<file path="src/rtl/frame_gen_pkg.sv">
// ---------------------------------------------------------------------------
// frame_gen_pkg
//   Shared definitions for the frame streaming block:
//     - default frame geometry (pixels per line, lines per frame)
//     - FSM state encoding used by frame_streamer
//     - the four 8-bit gray levels produced from 2-bit pixel codes
//     - a helper that sizes a counter for a given modulus
// ---------------------------------------------------------------------------
package frame_gen_pkg;

    localparam int DEFAULT_FRAME_WIDTH  = 640;
    localparam int DEFAULT_FRAME_HEIGHT = 480;

    typedef enum logic [1:0] {
        ST_IDLE   = 2'd0,
        ST_STREAM = 2'd1,
        ST_DRAIN  = 2'd2
    } state_e;

    localparam logic [7:0] GRAY_BLACK    = 8'h00;
    localparam logic [7:0] GRAY_MID      = 8'h80;
    localparam logic [7:0] GRAY_WHITE    = 8'hFF;
    // The reserved code is shown as mid-gray so a stray code never looks
    // like a saturated pixel.
    localparam logic [7:0] GRAY_RESERVED = 8'h80;

    // Bits needed to count 0..n-1; a one-entry count still gets one bit.
    function automatic int count_bits(input int n);
        return (n > 1) ? $clog2(n) : 1;
    endfunction

endpackage

</file>
<file path="src/rtl/pix_decode.sv">
// ---------------------------------------------------------------------------
// pix_decode
//   Purely combinational translation of a 2-bit pixel code from the pixel
//   memory into an 8-bit grayscale value.
//   Ports:
//     code_i  [1:0]  pixel code (00 black, 01 mid, 11 white, 10 reserved)
//     gray_o  [7:0]  grayscale value
// ---------------------------------------------------------------------------
module pix_decode
    import frame_gen_pkg::*;
(
    input  logic [1:0] code_i,
    output logic [7:0] gray_o
);

    // Table lookup of the gray level; the reserved code falls to default.
    always_comb begin
        gray_o = GRAY_RESERVED;
        case (code_i)
            2'b00:   gray_o = GRAY_BLACK;
            2'b01:   gray_o = GRAY_MID;
            2'b11:   gray_o = GRAY_WHITE;
            default: gray_o = GRAY_RESERVED;
        endcase
    end

endmodule

</file>
<file path="src/rtl/frame_streamer.sv">
// ---------------------------------------------------------------------------
// frame_streamer
//   Reads a frame from an external pixel memory in raster order and emits it
//   as a valid/ready stream of 8-bit gray beats, one beat per pixel.
//   The memory is addressed directly by the column/row counters and returns
//   the pixel code in the same cycle, so the beat register is the only stage.
//   Parameters:
//     frame_width   pixels per line
//     frame_height  lines per frame
//   Ports:
//     clk         clock, all state on the rising edge
//     rst_n       synchronous active-low reset
//     start       one-cycle request to read a frame (only honoured when idle)
//     continuous  restart automatically after each completed frame
//     width       column address to pixel memory (x)
//     height      row address to pixel memory (y)
//     pix_value   pixel code returned by memory for (width, height)
//     m_data      grayscale beat
//     m_valid     beat (m_data, m_sof, m_eol) is valid
//     m_ready     downstream accepts the beat when m_valid && m_ready
//     m_sof       beat is pixel (0,0)
//     m_eol       beat is the last pixel of a line
//     busy        block is not idle
//     frame_done  one-cycle pulse after the last beat of a frame is accepted
//     frame_cnt   count of completed frames, wrapping
// ---------------------------------------------------------------------------
module frame_streamer
    import frame_gen_pkg::*;
#(
    parameter int frame_width  = DEFAULT_FRAME_WIDTH,
    parameter int frame_height = DEFAULT_FRAME_HEIGHT
) (
    input  logic        clk,
    input  logic        rst_n,
    input  logic        start,
    input  logic        continuous,
    output logic [31:0] width,
    output logic [31:0] height,
    input  logic [1:0]  pix_value,
    output logic [7:0]  m_data,
    output logic        m_valid,
    input  logic        m_ready,
    output logic        m_sof,
    output logic        m_eol,
    output logic        busy,
    output logic        frame_done,
    output logic [15:0] frame_cnt
);

    localparam int XW = count_bits(frame_width);
    localparam int YW = count_bits(frame_height);

    localparam logic [XW-1:0] X_LAST = XW'(frame_width - 1);
    localparam logic [YW-1:0] Y_LAST = YW'(frame_height - 1);
    localparam logic [XW-1:0] X_ONE  = XW'(1);
    localparam logic [YW-1:0] Y_ONE  = YW'(1);

    state_e         state_q, state_d;
    logic [XW-1:0]  x_q, x_d;
    logic [YW-1:0]  y_q, y_d;
    logic [7:0]     m_data_q, m_data_d;
    logic           m_valid_q, m_valid_d;
    logic           m_sof_q, m_sof_d;
    logic           m_eol_q, m_eol_d;
    logic           frame_done_q, frame_done_d;
    logic [15:0]    frame_cnt_q, frame_cnt_d;

    logic [7:0]     gray;
    logic           slot_free;
    logic           beat_accept;
    logic           last_col;
    logic           last_pix;

    pix_decode u_pix_decode (
        .code_i (pix_value),
        .gray_o (gray)
    );

    // The output register can take a new beat when it is empty or its
    // current beat is leaving this cycle.
    assign slot_free   = !m_valid_q || m_ready;
    assign beat_accept = m_valid_q && m_ready;
    assign last_col    = (x_q == X_LAST);
    assign last_pix    = last_col && (y_q == Y_LAST);

    // Next-state and datapath logic. Everything defaults to holding, except
    // m_valid which drops once its beat is taken; loading a new beat below
    // overrides that. In DRAIN the final beat is already in the register and
    // the counters have wrapped to (0,0), ready for a continuous restart.
    always_comb begin
        state_d      = state_q;
        x_d          = x_q;
        y_d          = y_q;
        m_data_d     = m_data_q;
        m_valid_d    = m_valid_q && !m_ready;
        m_sof_d      = m_sof_q;
        m_eol_d      = m_eol_q;
        frame_done_d = 1'b0;
        frame_cnt_d  = frame_cnt_q;

        case (state_q)
            ST_IDLE: begin
                if (start) begin
                    state_d = ST_STREAM;
                end
            end

            ST_STREAM: begin
                if (slot_free) begin
                    m_data_d  = gray;
                    m_sof_d   = (x_q == '0) && (y_q == '0);
                    m_eol_d   = last_col;
                    m_valid_d = 1'b1;
                    if (last_col) begin
                        x_d = '0;
                        y_d = (y_q == Y_LAST) ? '0 : (y_q + Y_ONE);
                    end else begin
                        x_d = x_q + X_ONE;
                    end
                    if (last_pix) begin
                        state_d = ST_DRAIN;
                    end
                end
            end

            ST_DRAIN: begin
                if (beat_accept) begin
                    frame_done_d = 1'b1;
                    frame_cnt_d  = frame_cnt_q + 16'd1;
                    state_d      = continuous ? ST_STREAM : ST_IDLE;
                end
            end

            default: begin
                state_d = ST_IDLE;
            end
        endcase
    end

    // State and output registers; reset abandons any frame in flight.
    always_ff @(posedge clk) begin
        if (!rst_n) begin
            state_q      <= ST_IDLE;
            x_q          <= '0;
            y_q          <= '0;
            m_data_q     <= 8'h00;
            m_valid_q    <= 1'b0;
            m_sof_q      <= 1'b0;
            m_eol_q      <= 1'b0;
            frame_done_q <= 1'b0;
            frame_cnt_q  <= 16'h0000;
        end else begin
            state_q      <= state_d;
            x_q          <= x_d;
            y_q          <= y_d;
            m_data_q     <= m_data_d;
            m_valid_q    <= m_valid_d;
            m_sof_q      <= m_sof_d;
            m_eol_q      <= m_eol_d;
            frame_done_q <= frame_done_d;
            frame_cnt_q  <= frame_cnt_d;
        end
    end

    assign width      = 32'(x_q);
    assign height     = 32'(y_q);
    assign m_data     = m_data_q;
    assign m_valid    = m_valid_q;
    assign m_sof      = m_sof_q;
    assign m_eol      = m_eol_q;
    assign busy       = (state_q != ST_IDLE);
    assign frame_done = frame_done_q;
    assign frame_cnt  = frame_cnt_q;

endmodule

</file>
<file path="config.mk">
export PLATFORM = sky130hd
export DESIGN_NAME = frame_streamer
export DESIGN_NICKNAME = d
export VERILOG_FILES = /design/src/rtl/frame_gen_pkg.sv /design/src/rtl/pix_decode.sv /design/src/rtl/frame_streamer.sv
export SDC_FILE = /design/constraint.sdc
export NUM_CORES = 1
export LEC_CHECK = 0
export CELL_PAD_IN_SITES_DETAIL_PLACEMENT = 0
export CELL_PAD_IN_SITES_GLOBAL_PLACEMENT = 1
export CORE_ASPECT_RATIO = 0.75
export CORE_UTILIZATION = 33
export DETAILED_ROUTE_END_ITERATION = 6
export PLACE_DENSITY = 0.83
export SLEW_MARGIN = 5
export SYNTH_ARGS = -nofsm -noshare
export SYNTH_HDL_FRONTEND = slang
export SYNTH_SLANG_ARGS = --single-unit
</file>
<file path="constraint.sdc">
create_clock -name clk -period 5.8 [get_ports clk]
set_input_delay 0.87 -clock clk [delete_from_list [all_inputs] [get_ports clk]]
set_output_delay 0.87 -clock clk [all_outputs]
set_load 0.01 [all_outputs]
</file>
After elaboration in Yosys (flattened, before gate mapping) --
Cells that the tools add are included.
Operators by class: mux-type cells 12, equal/unequal tests 9, $add $sub $neg 3, reduce and logical (&&, ||, !) cells 17
Operators with widths (number):
- 16-bit by 1-bit adder with 16-bit output (second input constant) | 1
- 8-bit case mux with 2 select lines | 1
- 10-bit by 1-bit adder with 10-bit output (second input constant) | 1
- 10-bit == test (second input constant) | 1
- 10-bit logical NOT | 1
- 10-bit 2-to-1 mux | 1
- 9-bit by 1-bit adder with 9-bit output (second input constant) | 1
- 9-bit == test (second input constant) | 1
- 9-bit logical NOT | 1
- 9-bit 2-to-1 mux | 1
- 2-bit 2-to-1 mux | 4
- 2-bit != test (second input constant) | 4
- 2-bit case mux with 3 select lines | 1
- 2-bit AND reduction | 3
- 2-bit == test (second input constant) | 2
- 1-bit logical AND | 4
- 2-bit logical NOT | 2
- 1-bit 2-to-1 mux | 4
- 4-bit AND reduction | 1
- 3-bit AND reduction | 1
- 2-bit by 1-bit == test with 1-bit output (second input constant) | 1
- 1-bit logical NOT | 2
- 2-bit nonzero test | 1
- 1-bit logical OR | 1
Word-level totals: input port bits 7, output and inout port bits 93, register bits after elaboration 49, word-level logic and storage cells 50

Longest topological paths before layout --
depth in word-level cells 5, gate-level depth with buffers 6, depth with buffers taken out 5

Modules after synthesis --
From an unflattened synthesis, not the netlist that was laid out.
Second synthesis, totals: cells, all modules 326, area total of the unflattened synthesis 2677.6 um^2
By module, submodules not included:
- frame_streamer | instances 1, cells an instance 318, sequential area each 980.9 um^2, area each 2618.8 um^2
- pix_decode | instances 1, cells an instance 8, sequential area each 0.0 um^2, area each 58.8 um^2

Worst setup path before layout --
No wires, ideal clock.
path kind input port to flip-flop, from input port m_ready, to register y_q[6], library setup time 129 ps, buffers on the path 2, setup slack 3652 ps, cell stages on the path 6, arrival 2019 ps, cell sequence nor2b_1 -> buf_2 -> or3_1 -> buf_2 -> a2111oi_0 -> o32ai_1
Between the ends: longest elaborated chain between the ends 2
RTL lines:
- start, declared | line frame_streamer.sv:42 | input logic m_ready,
- 1-bit logical OR | line frame_streamer.sv:81 | assign slot_free = !m_valid_q || m_ready;
- 3-bit AND reduction (no source line)
- end signal, assigned | line frame_streamer.sv:155 | y_q <= y_d;
- end, declared | line frame_streamer.sv:60 | logic [YW-1:0] y_q, y_d;
No other way between the ends. A chain may end at the register's enable or synchronous reset.

==> impl_metrics.py <==
metrics = {
    "status": {
        "status": "finished clean",
    },
    "placed_design": {
        "dp_slack_ps": 2260,
        "detailed_place_hpwl_mm": 4.02,
        "finalWeightedCongestion": 0.762,
        "io_buffers": 54,
    },
    "die": {
        "io_pins": 100,
        "chipHeight_um": 76.9,
        "initial_core_util_pct": 35.1,
        "core_area_sq_um": 7030,
        "row_count": 26,
        "die-area_sq_um": 7840,
        "die_x_um": 102,
    },
    "cts": {
        "cts_root_buf": "clkbuf_8",
        "numCtsBuffers": 5,
        "cts_tree": "built",
        "clkSlewWorstSetupHoldPaths_ps": 90,
        "cts-resized-gates": 0,
        "clock-sinks": 43,
        "clockBufferDepth": 2,
        "clk_latency_ps": 300,
        "ctsHtreeMaxLevel": 2,
        "cts_setup_buffers": 0,
        "hold_buffers": 0,
    },
    "detailed_routing": {
        "routedWlPerCell_um": 12.6,
        "viasPerCell": 4.65,
        "vias": 2072,
        "drcViolationCount": 0,
        "wl_met3_um": 359,
        "drt-initial-drc-count": 109,
        "top_layer": "met4",
        "met1_length_mm": 2.97,
        "wl_met2_mm": 2.25,
        "ant_nets": 0,
        "drt-total-wl_mm": 5.63,
        "dr.pass1.iters": 4,
    },
    "cells_and_area": {
        "regArea_sq_um": 861,
        "nNetsFinal": 359,
        "antenna_cells": 0,
        "area_delta_synth_final_pct": 21.7,
        "multi_input_area_sq_um": 1310,
        "fillers": 720,
        "drive_above_1_share_pct": 2.59,
    },
    "synth": {
        "synth_top_area_cell": "dfxtp_1",
        "syn_area_sq_um": 2470,
        "synth_edf_count": 0,
        "synthTopCellsByCount": "buf_4 (51), dfxtp_1 (43), nand2_1 (27), nor2_1 (24), nand3_1 (18)",
        "synthMostInstantiatedCell": "buf_4",
        "seq_area_frac_synth_pct": 34.9,
        "async_reset_ff_share_pct": 0,
        "avgSynthCellArea_sq_um": 8.15,
        "synthCells": 303,
        "ys.flop_type": "dfxtp_1",
        "synth_area_leaders": "dfxtp_1 (35%), buf_4 (16%), xnor2_1 (4.6%)",
        "synth_seq_cells": 43,
        "synth_cell_types": 39,
        "netlist.area_leader.share_pct": 34.9,
        "yosysWarnings": 0,
    },
    "power_and_ir_drop": {
        "p_leak_uw": 0.00105,
        "p_int_uw": 494,
        "comb_power_share_pct": 9.4,
        "vdd_ir_drop_max_v": 0.0000946,
        "power_frac_clock_pct": 43.4,
        "seqPwrFrac_pct": 47.2,
        "p_switching_uw": 153,
        "p_per_area_nw_per_um2": 215,
        "swShare_pct": 23.6,
    },
    "setup_path": {
        "path_class": "in2reg",
        "start_kind": "primary input",
        "cp.arrival_ps": 3430,
        "rrSetupSlack_ps": 3570,
        "cp_max_fo": 28,
        "cp_data_required_time_ps": 5990,
        "endpoint_kind": "register",
    },
    "timing": {
        "setup_tns_ps": 0,
        "fin_ws_ps": 2570,
        "max_freq_ghz": 0.309,
        "drv_slew": 0,
        "relSlewSlack_pct": 47.4,
        "worst_pin_slew_ps": 784,
        "setup_viol": 0,
        "timing.hold.ws_ps": 464,
        "rsz0062_at_grt": "false",
        "final.period_utilization_pct": 55.7,
        "fin_skew_ps": 16.0,
        "final-hold-violation-count": 0,
        "layout_min_cycle_time_ps": 3230,
    },
    "grt": {
        "grt_pass1_vias": 1720,
        "antenna_found_initial": 0,
        "grt_max_degree": 29,
        "grt_usage_pct": 14.1,
        "grt-ovfl-total": 0,
        "grt_pass1_wl_mm": 8.85,
    },
    "min_path": {
        "hold_path_class": "reg2reg",
    },
    "run": {
        "cap_violations": 0,
    },
}
-- power by group through the flow --
stage | Clock (uW) | Sequential, uW | Combinational (uW)
2_1_floorplan | 0 | 313 | 61.5
3_3_place_gp | 0 | 312 | 60.2
3_5_place_dp | 0 | 312 | 60.8
4_1_cts | 286 | 305 | 61.1
5_1_grt | 297 | 307 | 67.7
6_report | 281 | 305 | 61.1
-- layout by cell type, fill, tap and decap left out, types with 7 or more instances in the layout --
master	count
a21oi_1	11
clkdlybuf4s50_1	54
conb_1	45
dfxtp_1	43
inv_1	8
mux2i_1	7
nand2_1	27
nand2b_1	7
nand3_1	18
nand4_1	8
nor2_1	24
nor3_1	7
nor4_1	14
or3_1	7
xnor2_1	13
-- kinds of logic (layout without fill, tap and decap cells) --
group                    count (synthesis)  count (layout)  synth area share, %
XOR/XNOR                                16              16                 5.67
other                                    1              45                0.152
AO/OA/AOI/OAI                           32              32                 8.56
AND/OR/NAND/NOR                        128             128                 26.6
buffers and inverters                   71              72                 18.7
adder cells (fa/ha/maj)                  5               5                 2.53
multiplexers                             7               7                 2.84
flip-flops                              43              43                 34.9
-- worst max-delay path, cell delays in order --
cell and delay (ps):
clkdlybuf4s50_1 960, clkinv_1 860, or3_1 610, o32ai_1 130
-- final cells by class --
| type | instances | share of cell area, % |
|---|---|---|
| clock buffers | 6 | 2.41 |
| well taps | 98 | 4.08 |
| multi-input cells | 233 | 43.6 |
| repair buffers | 54 | 18.0 |
| flip-flops and latches | 43 | 28.6 |
| clock inverters | 2 | 2.00 |
| inverters | 10 | 1.25 |
-- flip-flops by register name (all words and copies together) (netlist names) --
signal,cells
frame_cnt,16
y_q,9
frame_done,1
m_valid,1
m_data,2
state_q,2
m_sof,1
m_eol,1
x_q,10
-- path summary, 6_finish.rpt --
check,from,end,cells after the start
hold / removal,m_sof,m_sof,2
setup / recovery,rst_n,y_q[6],4
setup reg to reg,y_q[1],y_q[6],5
hold reg to reg,m_sof,m_sof,2
-- metrics by stage --
| stage | total power [uW] | area [sq um] | util, % | instances |
|---|---|---|---|---|
| floorplan | 374 | 2640 | - | 347 |
| global route | 671 | 3010 | 42.8 | 446 |
| global placement | 372 | 2870 | 40.9 | 438 |
| CTS | 653 | 3010 | 42.8 | 446 |
| finish | 647 | 3010 | 42.8 | 446 |
| detailed placement | 373 | 2870 | 40.9 | 438 |
-- layer usage --
metal	vias up	GRT usage [%]
met3	4	3.37
met2	67	18.6
met1	949	22.0
li1	1052	-
met5	-	0
met4	0	3.86
Note: power is estimated with default switching activity, not from simulation.
==> edit 1 (config.mk and constraints unchanged) <==
Take the reset off `m_data_q` and load it in a clocked block of its own.
--- a/src/rtl/frame_streamer.sv
+++ b/src/rtl/frame_streamer.sv
@@ -145,3 +145,2 @@
             y_q          <= '0;
-            m_data_q     <= 8'h00;
             m_valid_q    <= 1'b0;
@@ -155,3 +154,2 @@
             y_q          <= y_d;
-            m_data_q     <= m_data_d;
             m_valid_q    <= m_valid_d;
@@ -162,2 +160,6 @@
         end
+    end
+
+    always_ff @(posedge clk) begin
+        m_data_q <= m_data_d;
     end
Formal check against the unedited RTL: differs if rst_n is asserted again (counterexample within 4 cycles, from zero or initial values and one cycle with rst_n low); with rst_n held inactive, the same outputs for 10 cycles.
==> edit 1 against the original RTL <==
The run now ends with design-rule violations left. Sequential cell count is the same. Wire length fell by 14%. Cell area is 0.96% higher. Global-route usage shrank 1.4 points. Synthesized area rose by 0.86%. Worst setup slack improved by 0.83 ns. Total power shrank 8.2%. Maximum frequency rose by 35%.
==> edit 1: results (changes against the original RTL) <==
VDD IR max 0.152 mV (was 0.0946 mV); largest net degree at the start of global routing 34 (was 29); ys flop type dfxtp_1 (unchanged); DR iter-0 viols 59 (was 109); CTS Buffer Depth 2 (unchanged); switching share of power 0.241 (was 0.236); vias in the first global route 1658 (was 1720); top cells by area, synth dfxtp_1, buf_4, xnor2_1 (unchanged); Initial DRT Pass Iterations 6 (was 4); Tcrit/Tclk final 0.414 (was 0.557); first-pass GRT wire length 7.92 mm (was 8.85 mm); Worst R2R End state_q[0] (was y_q[6]); arrival time worst endpoint 2.59 ns (was 3.43 ns); distinct cell type count after synthesis 42 (was 39); RR Startpoint y_q[0] (was y_q[1]); Min Hold Slack 0.484 ns (was 0.464 ns); CP Max Fanout 9 (was 28); DR DRC count 2 (was 0); placed standard-cell area 2920 um^2 (was 2870 um^2); dpl cells 421 (was 438); layout cells sized above 1 0.0701 (was 0.0259); Layout fillers 738 (was 720); syn_area_per_cell 8.99 um^2 (was 8.15 um^2); CTS buffer count 5 (unchanged); Vias per Instance 4.28 (was 4.65); worst reg2reg setup slack 3.97 ns (was 3.57 ns); Commonest cells post-synth buf_4, dfxtp_1, xnor2_1 (was buf_4, dfxtp_1, nand2_1); worst hold endpoint m_eol (was m_sof); hold depth 2 (unchanged); H-tree levels 2 (unchanged); P&R area growth vs syn 21.8% (was 21.7%); sequential fraction of design power 0.516 (was 0.472); Critical path origin m_ready (was rst_n); final net count 339 (was 359); combinational power 0.0000533 W (was 0.0000611 W); skew final 0.0120 ns (was 0.0160 ns); Post-Route WL 4.82 mm (was 5.63 mm); failing checks design-rule violations; total number of vias 1834 (was 2072); worst slew pin tran 0.949 ns (was 0.784 ns); Pleak 1.15 nW (was 1.05 nW); Placer Congestion 0.756 (was 0.762); outcome complete, but fails checks (was completed); Post-DP HPWL 3.63 mm (was 4.02 mm); CP Capture Point y_q[4] (was y_q[6]); sequential area share after synthesis 0.354 (was 0.349); max reg flops 16 (unchanged); number of synthesized flops with an enable pin 2 (was 0); critical hold path startpoint m_eol (was m_sof); pre-CTS setup slack 3.10 ns (was 2.26 ns); GR Util All Layers 0.126 (was 0.141)
-- edit 1: layer usage --
metal	track usage	vias to the layer above	routed length [um]
met5	0	-	0
met4	0.0214	0	27
met3	0.0319	2	246
met2	0.185	48	2090
met1	0.186	854	2450
li1	-	930	-
-- edit 1: cell families after synthesis --
group,after synthesis,share of synthesized area
buffers and inverters,64,0.175
and+or+nand+nor,120,0.299
AOI/OAI and AO/OA,13,0.0367
xor gates and xnor gates,30,0.105
muxes,1,0.00402
other,1,0.00151
DFF,43,0.354
adders and majority gates,5,0.0251
-- edit 1: cell type report --
type,instances,share of cell area
Multi-Input combinational cell,214,0.442
Sequential cell,43,0.290
Timing Repair Buffer,54,0.178
Tap cell,101,0.0416
Clock buffer,5,0.0227
Clock inverter,3,0.0144
Inverter,9,0.0111
-- edit 1: critical path, cell delays in order --
cell,delay (ns)
clkdlybuf4s50_1,0.60
nand2b_1,0.25
nand3_2,0.27
nor4_2,0.34
xor2_1,0.09
and2_1,0.16
==> edit 2 (same flow settings) <==
Made on the original files. The package constant `DEFAULT_FRAME_WIDTH` goes from 640 to 320.
--- a/src/rtl/frame_gen_pkg.sv
+++ b/src/rtl/frame_gen_pkg.sv
@@ -10,3 +10,3 @@
 
-    localparam int DEFAULT_FRAME_WIDTH  = 640;
+    localparam int DEFAULT_FRAME_WIDTH  = 320;
     localparam int DEFAULT_FRAME_HEIGHT = 480;
Check against the original RTL: same outputs for any inputs over 10 cycles, from zero or initial values and one cycle with rst_n low; that may be too few to reach the edited logic, so the function may still have changed.
==> edit 2 against the original RTL <==
Cell area shrank 4.7%. Non-clock buffer count shrank 1. Wire length shrank 10%. Sequential cell count shrank 1. Synthesized area shrank 3.2%. Worst setup slack gained 0.32 ns. Die area shrank 3.2%. Total power shrank 18%. Highest routed layer unchanged.
==> edit 2: results (changes against the original RTL) <==
outcome completed (unchanged); Placer Congestion 0.802 (was 0.762); CP Capture Point y_q[8] (was y_q[6]); Post-Route WL 5.05 mm (was 5.63 mm); vias in the first global route 1704 (was 1720); largest net degree at the start of global routing 25 (was 29); DR iter-0 viols 72 (was 109); Slew headroom 0.485 (was 0.474); GR Util met1 0.194 (was 0.220); CP max stage cell or4_1 (was clkdlybuf4s50_1); met3 usage 0.0376 (was 0.0337); worst reg2reg setup slack 3.45 ns (was 3.57 ns); Commonest cells post-synth buf_4, dfxtp_1, nand2_1 (unchanged); Top Layer Used met4 (unchanged); Post-DP HPWL 3.75 mm (was 4.02 mm); Sequential Power 0.000297 W (was 0.000305 W); distinct cell type count after synthesis 38 (was 39); met2 Usage GRT 0.204 (was 0.186); first-pass GRT wire length 8.18 mm (was 8.85 mm); routed length on met1 2.56 mm (was 2.97 mm); Detail Route met2 WL 2.13 mm (was 2.25 mm); VDD IR max 0.0843 mV (was 0.0946 mV); combinational power share 0.104 (was 0.094); top cells by area, synth dfxtp_1, buf_4, nand2_1 (was dfxtp_1, buf_4, xnor2_1); family with the most delay on the worst path simple AND/OR/NAND/NOR gates (was buffers and inverters); Pleak 1.03 nW (was 1.05 nW); worst hold endpoint m_eol (was m_sof); number of port buffers 53 (was 54); skew final 0.00218 ns (was 0.0160 ns); Largest stage delay, worst path 0.80 ns (was 0.96 ns); sequential area share after synthesis 0.352 (was 0.349); CTS Buffer Depth 2 (unchanged); RR Startpoint x_q[0] (was y_q[1]); critical hold path startpoint m_eol (was m_sof); total number of vias 1948 (was 2072); Routed met3 length 285 um (was 359 um); Critical path origin m_ready (was rst_n); layout cells sized above 1 0.0297 (was 0.0259); Net Sw Power 0.000139 W (was 0.000153 W)
edit 2: final cells by class:
class / instances / area (um^2)
clock buffers: 5 / 68.8
clock inverters: 2 / 10.0
fillers: 724 / 4030
inverters: 10 / 37.5
multi-input cells: 225 / 1250
flip-flops and latches: 42 / 841
well taps: 98 / 123
repair buffers: 53 / 531
edit 2: stage by stage:
step	setup slack (ns)	area [um^2]	hold WS, ns	total power [W]	cells
3_5_place_dp	2.60	2790	0.452	0.000359	428
3_3_place_gp	2.61	2790	0.446	0.000359	428
5_1_grt	2.77	2870	0.482	0.000559	435
6_report	2.88	2870	0.458	0.000533	435
4_1_cts	2.90	2870	0.463	0.000541	435
2_1_floorplan	3.44	2560	0.481	0.000364	336
edit 2: logic make-up after synthesis:
logic type                 count (synthesis)  synth area share
xor gates and xnor gates                  16            0.0586
other                                      1           0.00157
muxes                                      5            0.0209
and+or+nand+nor                          122             0.272
adders and majority gates                  5            0.0262
DFF                                       42             0.352
buffers and inverters                     69             0.194
AOI/OAI and AO/OA                         31            0.0754
